File: config.mk
export PLATFORM = sky130hd
export DESIGN_NAME = apb_arbiter
export DESIGN_NICKNAME = d
export VERILOG_FILES = /design/src/rtl/apb_arb_pkg.sv /design/src/rtl/rr_arbiter.sv /design/src/rtl/apb_arbiter.sv
export SDC_FILE = /design/constraint.sdc
export NUM_CORES = 1
export LEC_CHECK = 0
export ABC_AREA = 1
export BUFFER_PORTS_ARGS = -buffer_cell sky130_fd_sc_hd__buf_4
export CORE_MARGIN = 3
export CORE_UTILIZATION = 41
export CTS_CLUSTER_DIAMETER = 80
export CTS_CLUSTER_SIZE = 30
export DETAILED_ROUTE_END_ITERATION = 8
export GPL_TIMING_DRIVEN = 0
export HOLD_SLACK_MARGIN = 0.12
export PLACE_DENSITY = 0.77
export SLEW_MARGIN = 20
export SYNTH_ARGS = -nofsm -noshare
export SYNTH_HDL_FRONTEND = slang
export SYNTH_SLANG_ARGS = --single-unit
File: constraint.sdc
create_clock -name PCLK -period 1.41 [get_ports PCLK]
set_input_delay 0.2115 -clock PCLK [delete_from_list [all_inputs] [get_ports PCLK]]
set_output_delay 0.2115 -clock PCLK [all_outputs]
set_load 0.01 [all_outputs]
File: src/rtl/apb_arb_pkg.sv
// Shared types for the APB arbiter: FSM state encoding and the captured request.
package apb_arb_pkg;

    localparam int APB_ADDR_W = 32;
    localparam int APB_DATA_W = 32;

    typedef enum logic [1:0] {
        IDLE   = 2'd0,
        SETUP  = 2'd1,
        ACCESS = 2'd2
    } apb_state_e;

    typedef struct packed {
        logic                  write;
        logic [APB_ADDR_W-1:0] addr;
        logic [APB_DATA_W-1:0] wdata;
    } apb_req_t;

endpackage

File: src/rtl/rr_arbiter.sv
// Round-robin picker: combinational one-hot grant scanning upward from r_ptr,
// pointer moves to winner+1 (mod NUM_REQ) when i_advance is strobed.
module rr_arbiter #(
    parameter int NUM_REQ = 2,
    parameter int PTR_W   = $clog2(NUM_REQ)
) (
    input  logic               i_clk,
    input  logic               i_rst_n,
    input  logic [NUM_REQ-1:0] i_req,
    input  logic               i_advance,
    output logic [NUM_REQ-1:0] o_grant,
    output logic [PTR_W-1:0]   o_ptr
);

    logic [PTR_W-1:0]   r_ptr;
    logic [NUM_REQ-1:0] w_rot;
    logic [PTR_W-1:0]   w_off;
    logic [PTR_W-1:0]   w_win;
    logic [PTR_W:0]     w_sum;
    logic               w_found;

    // w_rot[g] is the request sitting g places above the pointer
    for (genvar g = 0; g < NUM_REQ; g++) begin : g_rot
        logic [PTR_W:0] w_s;
        assign w_s      = {1'b0, r_ptr} + (PTR_W+1)'(g);
        assign w_rot[g] = i_req[(w_s >= (PTR_W+1)'(NUM_REQ)) ?
                                PTR_W'(w_s - (PTR_W+1)'(NUM_REQ)) : PTR_W'(w_s)];
    end

    always_comb begin
        w_off   = '0;
        w_found = 1'b0;
        for (int i = NUM_REQ-1; i >= 0; i--) begin
            if (w_rot[i]) begin
                w_off   = PTR_W'(i);
                w_found = 1'b1;
            end
        end
    end

    assign w_sum   = {1'b0, r_ptr} + {1'b0, w_off};
    assign w_win   = (w_sum >= (PTR_W+1)'(NUM_REQ)) ?
                     PTR_W'(w_sum - (PTR_W+1)'(NUM_REQ)) : PTR_W'(w_sum);
    assign o_grant = w_found ? (NUM_REQ'(1) << w_win) : '0;
    assign o_ptr   = r_ptr;

    always_ff @(posedge i_clk or negedge i_rst_n) begin
        if (!i_rst_n) begin
            r_ptr <= '0;
        end else if (i_advance && w_found) begin
            r_ptr <= (w_win == PTR_W'(NUM_REQ-1)) ? '0 : w_win + 1'b1;
        end
    end

endmodule

File: src/rtl/apb_arbiter.sv
// Shares one APB completer among NUM_REQ requesters, one transfer at a time.
// Optional ACCESS watchdog enabled by defining APB_ARB_TIMEOUT_EN.
module apb_arbiter
    import apb_arb_pkg::*;
#(
    parameter int NUM_REQ        = 2,
    parameter int ADDR_WIDTH     = 32,
    parameter int DATA_WIDTH     = 32,
    parameter int TIMEOUT_CYCLES = 16
) (
    input  logic                                PCLK,
    input  logic                                PRESETn,
    input  logic [NUM_REQ-1:0]                  req_valid,
    input  logic [NUM_REQ-1:0]                  req_write,
    input  logic [NUM_REQ-1:0][ADDR_WIDTH-1:0]  req_addr,
    input  logic [NUM_REQ-1:0][DATA_WIDTH-1:0]  req_wdata,
    output logic [NUM_REQ-1:0]                  req_ready,
    output logic [NUM_REQ-1:0]                  rsp_valid,
    output logic [DATA_WIDTH-1:0]               rsp_rdata,
    output logic                                rsp_slverr,
    output logic                                PSEL,
    output logic                                PENABLE,
    output logic                                PWRITE,
    output logic [ADDR_WIDTH-1:0]               PADDR,
    output logic [DATA_WIDTH-1:0]               PWDATA,
    input  logic                                PREADY,
    input  logic                                PSLVERR,
    input  logic [DATA_WIDTH-1:0]               PRDATA
);

    localparam int PTR_W = $clog2(NUM_REQ);

    if (NUM_REQ < 2 || NUM_REQ > 8 || ADDR_WIDTH > APB_ADDR_W ||
        DATA_WIDTH > APB_DATA_W || TIMEOUT_CYCLES < 1) begin : g_bad_cfg
        $error("apb_arbiter: unsupported parameter set");
    end

    apb_state_e         r_state;
    apb_req_t           r_req;
    apb_req_t           w_sel;
    logic [NUM_REQ-1:0] r_gnt;
    logic [NUM_REQ-1:0] w_grant;
    logic [PTR_W-1:0]   w_ptr;
    logic               w_advance;
    logic               w_tmo;
    logic               w_done;

    assign w_advance = (r_state == IDLE) && (|req_valid);

    rr_arbiter #(
        .NUM_REQ (NUM_REQ),
        .PTR_W   (PTR_W)
    ) u_rr (
        .i_clk     (PCLK),
        .i_rst_n   (PRESETn),
        .i_req     (req_valid),
        .i_advance (w_advance),
        .o_grant   (w_grant),
        .o_ptr     (w_ptr)
    );

    always_comb begin
        w_sel = '0;
        for (int i = 0; i < NUM_REQ; i++) begin
            if (w_grant[i]) begin
                w_sel.write = req_write[i];
                w_sel.addr  = APB_ADDR_W'(req_addr[i]);
                w_sel.wdata = APB_DATA_W'(req_wdata[i]);
            end
        end
    end

`ifdef APB_ARB_TIMEOUT_EN
    localparam int TMO_W = $clog2(TIMEOUT_CYCLES + 1);
    logic [TMO_W-1:0] r_tmo_cnt;

    // Cleared during SETUP so it starts at zero on the first ACCESS cycle
    always_ff @(posedge PCLK or negedge PRESETn) begin
        if (!PRESETn) begin
            r_tmo_cnt <= '0;
        end else if (r_state == SETUP) begin
            r_tmo_cnt <= '0;
        end else if (r_state == ACCESS && !PREADY) begin
            r_tmo_cnt <= r_tmo_cnt + 1'b1;
        end
    end

    assign w_tmo = (r_state == ACCESS) && !PREADY &&
                   (r_tmo_cnt == TMO_W'(TIMEOUT_CYCLES - 1));
`else
    assign w_tmo = 1'b0;
`endif

    assign w_done = (r_state == ACCESS) && (PREADY || w_tmo);

    always_ff @(posedge PCLK or negedge PRESETn) begin
        if (!PRESETn) begin
            r_state <= IDLE;
            r_req   <= '0;
            r_gnt   <= '0;
        end else begin
            unique case (r_state)
                IDLE: begin
                    if (w_advance) begin
                        r_state <= SETUP;
                        r_req   <= w_sel;
                        r_gnt   <= w_grant;
                    end
                end
                SETUP:   r_state <= ACCESS;
                ACCESS:  if (w_done) r_state <= IDLE;
                default: r_state <= IDLE;
            endcase
        end
    end

    always_ff @(posedge PCLK or negedge PRESETn) begin
        if (!PRESETn) begin
            rsp_valid  <= '0;
            rsp_rdata  <= '0;
            rsp_slverr <= 1'b0;
        end else begin
            rsp_valid <= w_done ? r_gnt : '0;
            if (w_done) begin
                rsp_rdata  <= (r_req.write || w_tmo) ? '0 : PRDATA;
                rsp_slverr <= w_tmo ? 1'b1 : PSLVERR;
            end
        end
    end

    // req_ready depends only on state and req_valid, never on APB inputs
    assign req_ready = (r_state == IDLE) ? w_grant : '0;
    assign PSEL      = (r_state == SETUP) || (r_state == ACCESS);
    assign PENABLE   = (r_state == ACCESS);
    assign PWRITE    = r_req.write;
    assign PADDR     = r_req.addr[ADDR_WIDTH-1:0];
    assign PWDATA    = r_req.wdata[DATA_WIDTH-1:0];

    a_sane: assert property (@(posedge PCLK) disable iff (!PRESETn)
                             (int'(w_ptr) < NUM_REQ) && $onehot0(req_ready));

endmodule

==> metrics.yaml, run 1 <==
path_class: "flop to primary output"
drt_iter0_drc: 441
cts_tree: "built"
fmax_mhz: 648.1
synth_xor_area_frac: 0
power_frac_clock: 0.157
synthesis.area_um2: 5040
synth_nets: 776
ys_warn_count: 0
peakVddDrop_mv: 1.146
dieArea_um2: 13660
violations: "negative setup slack"
htreeDepth: 3
crit_chain: "inv_1 > nand2_1 > buf_6 > nand3_4 > inv_2 > buf_6"
skew_ns: 0.008788
grt_pass1_vias: 5331
gp_routability_congestion: 0.8956
slew_headroom: 0.3393
wl_per_cell_um: 18.19
core_region_area_um2: 11710
synthSimpleGateAreaFrac: 0.3558
critPathArrivalTime_ns: 1.33
root_buffer: "clkbuf_16"
internal_power_uw: 10740
synth_fa_ha_area_frac: 0.009930
ys_ff_latch: 105
power.density_nw_per_um2: 2051
track_usage: 0.2573
avgSynthCellArea_um2: 8.344
drive_gt1_frac: 0.4995
ant_nets: 0
synthDistinctLibCells: 16
critPathMaxStageDelay_ns: 0.39
worst_slack_ns: -0.1331
cts_buffer_depth: 2
area_growth_pct: 71.40
grt_setup_unrepaired: "yes"
start_util: 0.4303
fp.dieW_um: 116.9
synth_cells: 604
grt_max_degree: 106
die_h_um: 116.9
synth_compound_area_frac: 0.03798
wl_um: 19570
hold_path_class: "input port to flop"
synth-seq-area-share: 0.5214
drc: 0
fin_crit_sh: 1.094
cap_viol_max_count: 0
period_minus_slack_ns: 1.543
clkTransAtPathRegs_ns: 0.07
rows: 39
hold_ws_ns: 0.1238
clk_latency_ns: 0.34
hold_viol: 0
via_per_inst: 5.353
status: "finished, violations left"
setup_viol: 63
layout_commonest_cell: "buf_4"
start_kind: "flop"
worst_ep_required_time_ns: 1.20
worstMarginPinSlew_ns: 0.9910
synth_top_family_by_area: "simple AND/OR/NAND/NOR gates"
cts_buffers: 9
fin_total_pwr_uw: 17720
critPathCaptureType: "primary output"
first_pass_iters: 5
vias: 5760
mostFrequentLayoutCells: "290 x buf_4, 150 x nand2_1, 105 x dfrtp_1"
power_frac_seq: 0.299
antenna_found_initial: 0
clkSinkCount: 105
critPathMaxFanout: 10
maxSlewViolCount: 0
critPathMostFrequentCell: "buf_6"
leakage_uw: 0.004622
power.switching_uw: 6976
comb_power_share: 0.544
dp_hpwl_um: 13540
synthMuxAreaShare: 0
io_pins: 272
netSwitchingFraction: 0.3937
cpMaxStageDelayCell: "dfrtp_1"
antennaDiodeCount: 0
io_buffers: 269
grt_pass1_wl_um: 27250
fin_nets: 1100
gr-total-overflow: 0
flip-flops by register name, summed over array words and instances (netlist names):
signal,flops
PADDR,32
PWDATA,32
PWRITE,1
r_gnt,2
r_state,2
rsp_rdata,32
rsp_slverr,1
rsp_valid,2
u_rr.o_ptr,1
per-layer routing:
metal	vias to the layer above	track usage	wire length, um
met3	28	0.07661	1924
met4	0	0.07645	347
met1	2729	0.3142	7509
li1	2711	-	-
met5	-	0	0
met2	292	0.4414	9787
cell usage after synthesis:
cell      instances  share of area
inv_2             1        0.00074
buf_4             8          0.012
o21ai_0          35          0.035
nand2_1         209           0.16
ha_1              4         0.0099
inv_1             9         0.0067
nor2_1            3         0.0022
nand3_1          93          0.092
buf_1             1        0.00074
o21ai_4           1         0.0032
nand2_2           1         0.0012
nand4_1          84           0.10
clkbuf_1          9         0.0067
buf_6             6          0.013
buf_2            35          0.035
dfrtp_1         105           0.52
per-stage QoR:
step / setup WS, ns / cells / instance area, um2 / setup TNS, ns / util
CTS: -0.2075 / 1057 / 7936 / -3.415 / 0.6777
finish: -0.1331 / 1076 / 8638 / -5.897 / 0.7376
detailed placement: -0.2493 / 1016 / 7242 / -14.73 / 0.6184
global route: -0.1916 / 1076 / 8638 / -9.967 / 0.7376
floorplan: 0.02121 / 604 / 5040 / 0 / -
global placement: -0.2512 / 1016 / 7238 / -17.09 / 0.6181
power by group through the flow:
| stage | clock (uW) | sequential (uW) | combinational [uW] |
|---|---|---|---|
| 6_report | 2790 | 5290 | 9640 |
| 4_1_cts | 2810 | 5070 | 8030 |
| 3_3_place_gp | 0 | 5070 | 7310 |
| 2_1_floorplan | 0 | 5610 | 3250 |
| 5_1_grt | 2910 | 5420 | 10400 |
| 3_5_place_dp | 0 | 5080 | 7420 |
path summary, 6_finish.rpt:
| check | startpoint | end | slack [ns] | cells after the start |
|---|---|---|---|---|
| setup / recovery | u_rr.o_ptr | req_ready[1] | -0.13 | 6 |
| setup reg to reg | r_state[0] | PWDATA[15] | -0.13 | 9 |
| hold reg to reg | PWDATA[19] | PWDATA[19] | 0.48 | 2 |
| hold / removal | PRDATA[30] | rsp_rdata[30] | 0.12 | 3 |
| min in group asynchronous | PRESETn | PWDATA[5] | 0.54 | 2 |
| max in group asynchronous | PRESETn | PADDR[16] | 0.16 | 2 |
critical path, delay by kind of cell, from the launching register on:
kind / cells / cell delay [ns]
AND/OR/NAND/NOR: 2 / 0.19
flip-flops: 1 / 0.39
buffers and inverters: 4 / 0.43
cells by family after synthesis:
family	count (synthesis)
adders and majority gates	4
AOI/OAI and AO/OA	36
and+or+nand+nor	390
DFF	105
buffers and inverters	69
area by class of cell:
| class | instances | area (um2) |
|---|---|---|
| buffer | 58 | 476.7 |
| inverter | 10 | 40.04 |
| multi-input combinational | 430 | 2434 |
| clock inverter | 6 | 90.09 |
| sequential | 105 | 2628 |
| timing repair buffer | 314 | 2552 |
| fill | 892 | 3073 |
| tap | 143 | 178.9 |
| clock buffer | 10 | 239.0 |
repair_timing:
action                     CTS  global route
buffers inserted            10            10
gates resized for setup     46           136
setup endpoints to repair  109           101
gates cloned                 0            11
hold buffers                15             0
hold endpoints to repair   119             0
pin swaps                    2            39
Power figures use the tool's default switching activity.
==> run 2: changes to the inputs <==
--- a/config.mk
+++ b/config.mk
@@ -7,7 +7,7 @@
 export LEC_CHECK = 0
 export ABC_AREA = 1
 export BUFFER_PORTS_ARGS = -buffer_cell sky130_fd_sc_hd__buf_4
-export CORE_MARGIN = 3
+export CORE_MARGIN = 5
 export CORE_UTILIZATION = 41
 export CTS_CLUSTER_DIAMETER = 80
 export CTS_CLUSTER_SIZE = 30
==> run 2 against run 1 <==
- the run still ends with negative setup slack left
- sequential power about the same
- final area up 1.7%
- register-to-register slack improved by 0.05 ns
- fmax decreased by 1.6%
- largest power group unchanged
==> metrics.yaml, run 2 (same netlist as run 1, synthesis figures left out) <==
clk_latency_ns: 0.34  # about the same
antennaDiodeCount: 0  # unchanged
layout_commonest_cell: "buf_4"
start_util: 0.4196  # -0.01076
vias: 5882  # +2.1%
cts_buffers: 9  # unchanged
drc: 0  # unchanged
core_region_area_um2: 12010  # +2.6%
violations: "negative setup slack"
fmax_mhz: 637.7  # -1.6%
slew_headroom: 0.3399  # +0.0006000
grt_pass1_wl_um: 30550  # +12%
dieArea_um2: 14610  # +7.0%
grt_pass1_vias: 5851  # +9.8%
dr.max_layer_used: "met5"
r2r_cells: 9  # unchanged
clkTransAtPathRegs_ns: 0.07  # about the same
period_minus_slack_ns: 1.568  # +0.02507 ns
peakVddDrop_mv: 1.057  # -7.8%
area_growth_pct: 74.30
antenna_found_initial: 1  # +1
io_pins: 272  # unchanged
grt_max_degree: 106  # unchanged
hold_ws_ns: 0.1137  # -0.01003 ns
hold_viol: 0  # unchanged
rows: 40  # +2.6%
leakage_uw: 0.004665  # +0.93%
dp_slack_ns: -0.3247  # -0.07534 ns
gp_routability_congestion: 0.8341  # -6.9%
cts_buffer_depth: 2  # unchanged
htreeDepth: 3  # unchanged
via_per_inst: 5.461  # +2.0%
gr-total-overflow: 0  # unchanged
cap_viol_max_count: 0  # unchanged
ant_nets: 0  # unchanged
wl_um: 20530  # +4.9%
met1_length_um: 7464  # -0.60%
place_area_um2: 7247  # about the same
worst_ep_required_time_ns: 1.20  # about the same
critPathArrivalTime_ns: 1.36  # +0.03 ns
mostFrequentLayoutCells: "284 x buf_4, 135 x nand2_1, 105 x dfrtp_1"
root_buffer: "clkbuf_16"
worst_slack_ns: -0.1581  # -0.02507 ns
drive_gt1_frac: 0.5151  # +0.01559
wl_met3_um: 2361  # +23%
fp.dieW_um: 120.9  # +3.4%
power.density_nw_per_um2: 2090  # +1.9%
place_inst: 1020  # +0.39%
final_area_um2: 8785  # +1.7%
fin_total_pwr_uw: 18360  # +3.6%
status: "finished, violations left"
critPathMaxFanout: 10  # unchanged
io_buffers: 269  # unchanged
first_pass_iters: 5  # unchanged
skew_ns: 0.01277  # +0.003983 ns
track_usage: 0.2663  # +0.008979
die_h_um: 120.9  # +3.4%
fin_nets: 1097  # -0.27%
start_kind: "flop"
hold_depth: 3  # unchanged
fin_crit_sh: 1.112  # +0.01778
path_class: "flop to primary output"
setup_viol: 22  # -65%
wl_met2_um: 10160  # +3.9%
critPathCaptureType: "primary output"
final_cell_count_no_fill: 1077  # +0.093%
wl_per_cell_um: 19.06  # +4.8%
maxSlewViolCount: 0  # unchanged
worstMarginPinSlew_ns: 0.9901  # -0.0009001 ns
dp_hpwl_um: 14000  # +3.4%
drt_iter0_drc: 447  # +1.4%
clkSinkCount: 105  # unchanged
grt_setup_unrepaired: "yes"
hold_path_class: "input port to flop"
cts_tree: "built"
==> run 2: cell count changes in the layout (fill, tap and decap cells not counted), moves of 3 or more <==
cell	before	now
buf_16	0	6
buf_2	27	24
buf_4	290	284
buf_8	6	12
clkbuf_16	17	12
clkbuf_2	5	2
nand2_1	150	135
nand2_2	42	55
nand3_1	71	65
nand3_2	20	26
==> run 2: worst paths after layout <==
kind / start / endpoint / slack (ns)
max in group asynchronous: PRESETn / PWDATA[23] / 0.15
min reg2reg: rsp_rdata[8] / rsp_rdata[8] / 0.48
min: PRDATA[27] / rsp_rdata[27] / 0.11
max: u_rr.o_ptr / req_ready[0] / -0.16
max reg2reg: r_state[0] / PWDATA[4] / -0.08
min in group asynchronous: PRESETn / PWDATA[1] / 0.53
==> run 2: cell type report <==
type                    count  area [um2]
flip-flops and latches    105        2628
fillers                   937        3227
inverters                  10       45.04
multi-input cells         430        2504
clock buffers              12       256.5
well taps                 147       183.9
plain buffers              56       490.5
clock inverters             4       51.30
repair buffers            313        2626
==> run 2: worst max-delay path, cell delays in order, from the launching register on <==
cell and delay, ns:
dfrtp_1 0.39, nand2_2 0.09, buf_2 0.25, nand3_4 0.12, inv_2 0.07, buf_6 0.09
==> run 2: through the flow <==
stage / util / setup TNS, ns
2_1_floorplan: - / 0
3_3_place_gp: 0.6030 / -18.72
3_5_place_dp: 0.6033 / -15.81
4_1_cts: 0.7080 / -5.914
5_1_grt: 0.7314 / -5.499
6_report: 0.7314 / -1.122
==> run 2: metal layers <==
metal | global-route usage | up-vias
met5 | 0 | -
met4 | 0.07649 | 2
met3 | 0.09744 | 36
met2 | 0.4481 | 319
met1 | 0.3202 | 2816
li1 | - | 2709
==> run 2: repair_timing <==
action / in CTS / in global routing
buffers inserted: 18 / 2
pin swaps: 45 / 27
endpoints found under the setup margin: 108 / 108
endpoints found under the hold margin: 118 / 1
resized for setup: 145 / 85
hold buffers: 14 / 1
cloned: 7 / 3
==> run 2: power by group <==
group	internal (uW)	total, uW	switching [uW]
combinational	5290	10400	5140
sequential	4330	5320	986
clock	1480	2610	1140
total	11100	18400	7260
==> run 3: changes to the inputs <==
--- a/config.mk
+++ b/config.mk
@@ -7,14 +7,16 @@
 export LEC_CHECK = 0
 export ABC_AREA = 1
 export BUFFER_PORTS_ARGS = -buffer_cell sky130_fd_sc_hd__buf_4
+export CELL_PAD_IN_SITES_DETAIL_PLACEMENT = 0
+export CELL_PAD_IN_SITES_GLOBAL_PLACEMENT = 1
 export CORE_MARGIN = 5
-export CORE_UTILIZATION = 41
+export CORE_UTILIZATION = 28
 export CTS_CLUSTER_DIAMETER = 80
 export CTS_CLUSTER_SIZE = 30
 export DETAILED_ROUTE_END_ITERATION = 8
 export GPL_TIMING_DRIVEN = 0
 export HOLD_SLACK_MARGIN = 0.12
-export PLACE_DENSITY = 0.77
+export PLACE_DENSITY_LB_ADDON = 0.1
 export SLEW_MARGIN = 20
 export SYNTH_ARGS = -nofsm -noshare
 export SYNTH_HDL_FRONTEND = slang
==> run 3 against run 2 <==
- the run still ends with negative setup slack left
- sequential power fell by 3.9%
- clock skew down 0.0035 ns
- worst hold slack improved by 0.018 ns
- clock-buffer cell count down 1
- critical path type unchanged
- largest cell class unchanged
- highest routed layer is now met4
==> metrics.yaml, run 3 (same netlist as run 1, synthesis figures left out) <==
status: "finished, violations left"
dp_hpwl_um: 15450  # +10%
die_h_um: 144.2  # +19%
area_growth_pct: 68.77
peakVddDrop_mv: 0.7509  # -29%
htreeDepth: 3  # unchanged
cp-startpoint: "r_state[0]"
grt_setup_unrepaired: "yes"
maxSlewViolCount: 0  # unchanged
period_minus_slack_ns: 1.531  # -0.03697 ns
skew_ns: 0.009302  # -0.003469 ns
ant_nets: 0  # unchanged
r2r_end: "PWDATA[14]"
cts_buffer_depth: 2  # unchanged
wl_per_cell_um: 17.08  # -10%
gp_routability_congestion: 0.8237  # -1.2%
clkTransAtPathRegs_ns: 0.07  # about the same
worstMarginPinSlew_ns: 0.5109  # -0.4792 ns
start_util: 0.2825  # -0.1371
fin_util: 0.4768  # -0.2546
track_usage: 0.1893  # -0.07699
path_class: "flop to primary output"
cap_viol_max_count: 0  # unchanged
worst_ep_required_time_ns: 1.20  # about the same
fill_cells: 1742  # +86%
grt_pass1_wl_um: 30860  # +1.0%
dp_slack_ns: -0.3112  # +0.01352 ns
io_buffers: 269  # unchanged
worst_slack_ns: -0.1212  # +0.03697 ns
rrSetupSlack_ns: -0.04  # +0.04 ns
drt_iter0_drc: 248  # -45%
critPathMaxFanout: 4  # -6
cts_tree: "built"
critPathCaptureType: "primary output"
grt_pass1_vias: 5805  # -0.79%
mostFrequentLayoutCells: "291 x buf_4, 208 x nand2_1, 105 x dfrtp_1"
fmax_mhz: 653.1  # +2.4%
gr-total-overflow: 0  # unchanged
first_pass_iters: 5  # unchanged
slew_headroom: 0.6594  # +0.3195
antenna_found_initial: 0  # -1
via_per_inst: 4.768  # -13%
fin_crit_sh: 1.086  # -0.02622
setup_viol: 27  # +23%
critPathArrivalTime_ns: 1.32  # -0.04 ns
start_kind: "flop"
drc: 0  # unchanged
drive_gt1_frac: 0.3887  # -0.1263
layout_commonest_cell: "buf_4"
r2r-start: "r_state[0]"
clkSinkCount: 105  # unchanged
violations: "negative setup slack"
root_buffer: "clkbuf_16"
fp.dieW_um: 144.2  # +19%
grt_max_degree: 56  # -47%
hold_viol: 0  # unchanged
endpoint: "req_ready[0]"
antennaDiodeCount: 0  # unchanged
core_region_area_um2: 17840  # +49%
clk_latency_ns: 0.35  # about the same
wl_um: 20260  # -1.3%
cts_buffers: 9  # unchanged
vias: 5655  # -3.9%
rows: 49  # +23%
power.density_nw_per_um2: 1908  # -8.7%
dieArea_um2: 20780  # +42%
hold_path_class: "input port to flop"
fin_nets: 1124  # +2.5%
r2r_cells: 8  # -1
leakage_uw: 0.004449  # -4.6%
io_pins: 272  # unchanged
## run 3: per-layer routing
layer	track usage	vias to the layer above	part of all wire
li1	-	2759	-
met3	0.04464	31	0.084
met1	0.2489	2651	0.42
met2	0.3043	214	0.47
met5	0	-	0
met4	0.07118	0	0.026
## run 3: critical path: stages, from the launching register on
cell and delay, ns:
dfrtp_1 0.39, inv_2 0.08, ha_4 0.15, buf_8 0.11
nand3_4 0.08, inv_2 0.06, buf_6 0.10
## run 3: cell type report
cell class	count	area [um2]	area share
sequential	105	2628	0.3089
timing repair buffer	338	2701	0.3176
clock buffer	11	242.7	0.02854
clock inverter	5	86.33	0.01015
buffer	58	429.2	0.05046
tap	229	286.5	0.03369
multi-input combinational	430	2092	0.2460
inverter	10	40.04	0.004707
## run 3: how the worst min path moves through the flow
stage                            start            end  slack (ns)  cells after the start
final                     req_addr[47]      PADDR[15]        0.13                      3
after global routing      req_addr[54]      PADDR[22]        0.13                      3
after CTS                 req_addr[47]      PADDR[15]        0.12                      3
after detailed placement       PRESETn  rsp_rdata[27]        0.20                      1
after global placement         PSLVERR     rsp_slverr        0.46                      3
after floorplan                PRESETn       PADDR[0]       -0.08                      0
## run 3: power by group
group | switching, uW | internal, uW
clock network | 1200 | 1630
registers | 784 | 4330
logic | 4340 | 3950
## run 3: timing repair
item | CTS | global route
setup buffers | 13 | 3
hold buffers | 51 | 0
endpoints found under the hold margin | 99 | 0
pin swaps | 2 | 2
gates resized for setup | 50 | 11
setup endpoints to repair | 108 | 102
cloned | 0 | 1
## run 3: through the flow
step           area [um2]  TNS (ns)  total power, uW  hold WS, ns  cells
2_1_floorplan        5040         0             8854     -0.08409    604
3_3_place_gp         7346    -26.21            12560       0.4569   1102
3_5_place_dp         7377    -17.74            12710       0.2010   1103
4_1_cts              8461    -4.116            16380       0.1200   1183
5_1_grt              8506    -4.504            17430       0.1284   1186
6_report             8506   -0.6106            16230       0.1318   1186
